### src/rtl/regbus_wb_master.sv
// Wishbone classic slave to word-only register-bus initiator.
// Byte-lane writes become read-modify-write on the register port.
module regbus_wb_master #(
   parameter int ADR_W    = 8,
   parameter int NUM_REGS = 4
) (
   input  logic             iCLK,
   input  logic             iRSTN,
   input  logic             iWB_CYC,
   input  logic             iWB_STB,
   input  logic             iWB_WE,
   input  logic [ADR_W-1:0] iWB_ADR,
   input  logic [31:0]      iWB_DAT,
   input  logic [3:0]       iWB_SEL,
   output logic [31:0]      oWB_DAT,
   output logic             oWB_ACK,
   output logic             oWB_ERR,
   output logic             oBUSY,
   output logic [ADR_W-1:0] oWADR,
   output logic             oWR,
   output logic [31:0]      oWDAT,
   output logic [ADR_W-1:0] oRADR,
   input  logic [31:0]      iRDAT,
   input  logic             iERR
);

   typedef enum logic [2:0] {
      S_IDLE,
      S_RD,
      S_CAP,
      S_WR,
      S_WCHK,
      S_RESP
   } state_t;

   localparam logic [ADR_W-1:0] NREG = ADR_W'(NUM_REGS);

   state_t           state_q, state_d;
   logic [ADR_W-1:0] adr_q, adr_d;
   logic [31:0]      dat_q, dat_d;
   logic [3:0]       sel_q, sel_d;
   logic             rmw_q, rmw_d;
   logic [31:0]      wbdat_q, wbdat_d;
   logic             ack_q, ack_d;
   logic             err_q, err_d;
   logic             busy_q, busy_d;
   logic [ADR_W-1:0] wadr_q, wadr_d;
   logic             wr_q, wr_d;
   logic [31:0]      wdat_q, wdat_d;
   logic [ADR_W-1:0] radr_q, radr_d;

   logic             accept;
   logic             req_rmw;
   logic             req_oor;
   logic [31:0]      merged;

   assign accept  = iWB_CYC & iWB_STB;
   assign req_rmw = iWB_WE & (iWB_SEL != 4'hF);
   assign req_oor = (iWB_ADR >= NREG);

   // Unselected lanes keep the register's current contents.
   always_comb begin
      merged = iRDAT;
      for (int b = 0; b < 4; b++) begin
         if (sel_q[b]) begin
            merged[b*8 +: 8] = dat_q[b*8 +: 8];
         end
      end
   end

   always_comb begin
      state_d = state_q;
      adr_d   = adr_q;
      dat_d   = dat_q;
      sel_d   = sel_q;
      rmw_d   = rmw_q;
      wbdat_d = wbdat_q;
      wadr_d  = wadr_q;
      wdat_d  = wdat_q;
      radr_d  = radr_q;
      ack_d   = 1'b0;
      err_d   = 1'b0;
      wr_d    = 1'b0;

      unique case (state_q)
         S_IDLE: begin
            if (accept) begin
               adr_d = iWB_ADR;
               dat_d = iWB_DAT;
               sel_d = iWB_SEL;
               rmw_d = req_rmw;
               if ((!iWB_WE || req_rmw) && req_oor) begin
                  state_d = S_RESP;
                  err_d   = 1'b1;
               end else if (iWB_WE && !req_rmw) begin
                  state_d = S_WR;
                  wr_d    = 1'b1;
                  wadr_d  = iWB_ADR;
                  wdat_d  = iWB_DAT;
               end else begin
                  state_d = S_RD;
                  radr_d  = iWB_ADR;
               end
            end
         end

         S_RD: begin
            state_d = iWB_CYC ? S_CAP : S_IDLE;
         end

         S_CAP: begin
            if (!iWB_CYC) begin
               state_d = S_IDLE;
            end else if (rmw_q) begin
               state_d = S_WR;
               wr_d    = 1'b1;
               wadr_d  = adr_q;
               wdat_d  = merged;
            end else begin
               state_d = S_RESP;
               ack_d   = 1'b1;
               wbdat_d = iRDAT;
            end
         end

         // The register write has already been issued; an abort here
         // only suppresses the bus response.
         S_WR: begin
            state_d = iWB_CYC ? S_WCHK : S_IDLE;
         end

         S_WCHK: begin
            if (!iWB_CYC) begin
               state_d = S_IDLE;
            end else begin
               state_d = S_RESP;
               ack_d   = !iERR;
               err_d   = iERR;
            end
         end

         S_RESP: begin
            state_d = S_IDLE;
         end

         default: begin
            state_d = S_IDLE;
         end
      endcase

      busy_d = (state_d != S_IDLE);
   end

   always_ff @(posedge iCLK or negedge iRSTN) begin
      if (!iRSTN) begin
         state_q <= S_IDLE;
         adr_q   <= '0;
         dat_q   <= '0;
         sel_q   <= '0;
         rmw_q   <= 1'b0;
         wbdat_q <= '0;
         ack_q   <= 1'b0;
         err_q   <= 1'b0;
         busy_q  <= 1'b0;
         wadr_q  <= '0;
         wr_q    <= 1'b0;
         wdat_q  <= '0;
         radr_q  <= '0;
      end else begin
         state_q <= state_d;
         adr_q   <= adr_d;
         dat_q   <= dat_d;
         sel_q   <= sel_d;
         rmw_q   <= rmw_d;
         wbdat_q <= wbdat_d;
         ack_q   <= ack_d;
         err_q   <= err_d;
         busy_q  <= busy_d;
         wadr_q  <= wadr_d;
         wr_q    <= wr_d;
         wdat_q  <= wdat_d;
         radr_q  <= radr_d;
      end
   end

   assign oWB_DAT = wbdat_q;
   assign oWB_ACK = ack_q;
   assign oWB_ERR = err_q;
   assign oBUSY   = busy_q;
   assign oWADR   = wadr_q;
   assign oWR     = wr_q;
   assign oWDAT   = wdat_q;
   assign oRADR   = radr_q;

endmodule

### config.mk
export PLATFORM = sky130hd
export DESIGN_NAME = regbus_wb_master
export DESIGN_NICKNAME = d
export VERILOG_FILES = /design/src/rtl/regbus_wb_master.sv
export SDC_FILE = /design/constraint.sdc
export NUM_CORES = 1
export LEC_CHECK = 0
export BUFFER_PORTS_ARGS = -buffer_cell sky130_fd_sc_hd__buf_4
export CORE_ASPECT_RATIO = 1.4
export CORE_MARGIN = 2
export CORE_UTILIZATION = 50
export CTS_CLUSTER_SIZE = 25
export DETAILED_ROUTE_END_ITERATION = 7
export PLACE_DENSITY = 0.78
export SYNTH_ARGS = -nofsm -noshare
export SYNTH_HDL_FRONTEND = slang
export SYNTH_SLANG_ARGS = --single-unit
### constraint.sdc
create_clock -name iCLK -period 3.2 [get_ports iCLK]
set_input_delay 0.32 -clock iCLK [delete_from_list [all_inputs] [get_ports iCLK]]
set_output_delay 0.32 -clock iCLK [all_outputs]
set_load 0.1 [all_outputs]
==> out/summary.log <==
qor: critical_path.critical_path.startpoint state_q[2]
qor: sta.period_minus_slack 2.19 ns
qor: flow_run.cap_viol_max_count 0
qor: floorplan.die-width 95.7 um
qor: sta.layout_worst_path_cycle_share 68.3%
qor: cts.cts_resized 0
qor: sta.timing_hold_violations_final 0
qor: synthesis.post_synthesis_average_cell_area 10.8 um^2
qor: sta.maxClockFrequency 458 MHz
qor: synthesis.synth_top_family_by_area multiplexers
qor: critical_path.timing.critical_path.to_type register
qor: global_routing.grt_use_total 24.2%
qor: critical_path.ff2ff_setup_slack 1.01 ns
qor: global_routing.globalRouteOverflowTotal 0
qor: synthesis.synth_simple_gate_area_share 14.2%
qor: sta.count_of_endpoints_failing_setup_in_the_final_report 0
qor: sta.unrepaired_setup_endpoints_after_global_routing false
qor: place.hpwl 10400 um
qor: critical_path.buffer_and_inverter_count_on_the_worst_path 1
qor: hold_path.hold_class input pin to register
qor: cts.clk_pin_slew_worst_paths 0.06 ns
qor: synthesis.yosys_warnings 0
qor: cts.clockBufferDepth 2
qor: sta.skew 0.00844 ns
qor: floorplan.floorplan.initialDensity 51.6%
qor: floorplan.fp.coreArea 11400 um^2
qor: synthesis.async_flop_share 100%
qor: global_routing.grt_start_max_net_pins 73
qor: critical_path.reg2reg_to oWADR[0]
qor: synthesis.synthesis.nets 627
qor: route.routedWlPerCell 17.2 um
qor: route.drt-pass1-iter-count 5
qor: cts.clock_tree_from_tritoncts built
qor: cts.clk_latency 0.41 ns
qor: critical_path.worst_path_dominant_cell_family multiplexers
qor: critical_path.critPathArrivalTime 2.47 ns
qor: status.status complete, no violations
qor: synthesis.yosysUniqueCellTypes 34
qor: sta.max_slew_margin 52.5%
qor: cts.numCtsBuffers 17
qor: route.detail_route.drc_violations 0
qor: global_routing.number_of_global_route_vias_before_repair 4685
qor: layout.drive_gt1_share 36.1%
qor: synthesis.synth_enable_flop_cells 0
qor: cts.sink_count 132
qor: cts.h-tree-depth 4
qor: critical_path.worst_path_max_delay_cell sky130_fd_sc_hd__buf_4
qor: sta.max_slew.worst_pin.slew 0.713 ns
qor: critical_path.timing.rr.start state_q[2]
qor: sta.final_max_slew_viol_count 0
qor: sta.holdWs 0.115 ns
qor: route.finalWirelength 14900 um
qor: critical_path.cp.depth 4
qor: global_routing.grt_pass1_wl 23300 um
qor: layout.final_net_count 791
qor: critical_path.cp_capture_point oWADR[0]
qor: synthesis.synth_top_area_share 56.2%
qor: critical_path.length_in_cells_of_the_worst_reg_to_reg_path 4
qor: cts.postCtsHoldBufs 1
qor: synthesis.xor_and_xnor_area_share_after_synthesis 0%
qor: critical_path.cp_cell_sequence nor3b_4, buf_4, mux2_2, mux2_2
qor: layout.antenna_cells 0
qor: layout.fillers 905
qor: synthesis.synthFlopType sky130_fd_sc_hd__dfrtp_1
qor: critical_path.slowest_delay 0.59 ns
qor: route.detail-route-antenna-nets 0
qor: floorplan.fp.dieArea 12700 um^2
qor: critical_path.cp_data_required_time 3.49 ns
qor: place.gp_routability_congestion 0.816
qor: synthesis.synth_seq_area_share 56.2%
qor: route.drt-vias-per-instance 5.23
qor: global_routing.grt_antenna_before_repair 0
qor: critical_path.setup.worst_path.class register to register
qor: critical_path.worst_setup_path_start_kind register
qor: synthesis.netlist_area 5880 um^2
qor: place.port-buffer-count 165
qor: critical_path.crit_top_cell sky130_fd_sc_hd__mux2_2
qor: floorplan.floorplan.io_pins 166
qor: route.routed-via-count 4525
qor: layout.synthToLayoutAreaGrowth 32.1%
qor: synthesis.synth_compound_area_share 3.57%
qor: cts.clock-root-buffer sky130_fd_sc_hd__clkbuf_16
qor: floorplan.placement_rows 46
qor: synthesis.syn-instance-count 545
qor: synthesis.yosys-mux-area-fraction 20.8%
qor: route.detailedRoute.firstIterationViolations 212
qor: synthesis.post_synth_fa_ha_maj_area_fraction 0%
qor: synthesis.synth.largest_area_cell sky130_fd_sc_hd__dfrtp_1
qor: critical_path.crit_path_max_fanout 72
qor: sta.setup_tns 0 ns
qor: synthesis.postSynthRegisterBits 132
qor: cts.cts_setup_buffers 0
qor: floorplan.die_height 132 um
qor: synthesis.synthTopCellsByArea sky130_fd_sc_hd__dfrtp_1, sky130_fd_sc_hd__mux2i_1, sky130_fd_sc_hd__nand2_1, sky130_fd_sc_hd__mux2_2, sky130_fd_sc_hd__o21ai_0
logic make-up after synthesis:
kind of cell / Yosys count
buf+inv: 63
simple gates: 197
mux: 114
flops: 132
compound gates: 39
stage by stage:
step,utilization (%),std cells,setup WS [ns],cell area [um^2]
finish,68.2,865,1.01,7770
global placement,63.2,833,1.11,7200
floorplan,-,545,1.55,5880
detailed placement,63.2,833,1.02,7200
global route,68.2,865,0.915,7770
CTS,68.2,865,1.01,7770
synth_stat cells (3+ instances only):
library cell,number
sky130_fd_sc_hd__nand2b_1,3
sky130_fd_sc_hd__mux2i_1,64
sky130_fd_sc_hd__inv_1,34
sky130_fd_sc_hd__o21ai_0,33
sky130_fd_sc_hd__nor2b_1,8
sky130_fd_sc_hd__buf_4,4
sky130_fd_sc_hd__buf_6,6
sky130_fd_sc_hd__clkbuf_1,9
sky130_fd_sc_hd__mux2_2,43
sky130_fd_sc_hd__dfrtp_1,132
sky130_fd_sc_hd__nand2_1,169
sky130_fd_sc_hd__buf_2,8
sky130_fd_sc_hd__mux2_4,6
cells in the final DEF, fill, tap and decap left out, types with 2 or more instances in the layout:
cell	count
sky130_fd_sc_hd__buf_4	172
sky130_fd_sc_hd__nand2_1	169
sky130_fd_sc_hd__dfrtp_1	132
sky130_fd_sc_hd__mux2i_1	64
sky130_fd_sc_hd__mux2_2	43
sky130_fd_sc_hd__inv_1	34
sky130_fd_sc_hd__o21ai_0	33
sky130_fd_sc_hd__clkbuf_16	17
sky130_fd_sc_hd__nor2b_1	8
sky130_fd_sc_hd__clkinv_2	7
sky130_fd_sc_hd__mux2_4	6
sky130_fd_sc_hd__nand2b_1	3
sky130_fd_sc_hd__nand3_1	2
sky130_fd_sc_hd__nand4_1	2
sky130_fd_sc_hd__nor2_1	2
sky130_fd_sc_hd__o22ai_1	2
sky130_fd_sc_hd__clkbuf_1	2
sky130_fd_sc_hd__bufinv_16	2
routing by layer:
layer | GRT usage (%) | wire, um | vias to the layer above
met5 | 0 | 0 | -
met4 | 8.73 | 291 | 0
met1 | 27.9 | 5610 | 2246
met2 | 43.0 | 8270 | 150
li1 | - | - | 2103
met3 | 5.49 | 739 | 26
worst register-to-register path, delay by kind of cell (launching register included):
family        cells  cell delay [ns]
buf+inv           1             0.59
flops             1             0.48
mux               2             0.72
simple gates      1             0.27
flip-flops by register name, indices dropped and copies added (netlist names):
signal / count
oBUSY: 1
oWB_ERR: 1
oWDAT: 32
oWR: 1
oRADR: 8
state_q: 3
dat_q: 32
adr_q: 8
rmw_q: 1
oWB_DAT: 32
oWADR: 8
sel_q: 4
oWB_ACK: 1
worst min path at each step:
stage	startpoint	to	slack [ns]	cells past startpoint
2_1_floorplan	iRSTN	adr_q[0]	0.02	0
3_3_place_gp	iRSTN	oRADR[3]	0.29	1
3_5_place_dp	iRSTN	oRADR[4]	0.30	1
4_1_cts	iWB_DAT[30]	dat_q[30]	0.10	3
5_1_grt	iWB_DAT[5]	dat_q[5]	0.11	3
6_report	iWB_DAT[30]	dat_q[30]	0.11	3
area by class of cell:
class	count	area, um^2	area share (%)
repair buffers	174	1320	17.0
multi-input cells	350	2280	29.3
flip-flops and latches	132	3300	42.5
well taps	144	180	2.32
clock buffers	20	447	5.75
clock inverters	11	111	1.43
inverters	34	128	1.64
Power is not shown: default switching activity piles up to over one toggle a cycle in this logic, so the estimate is an artifact.
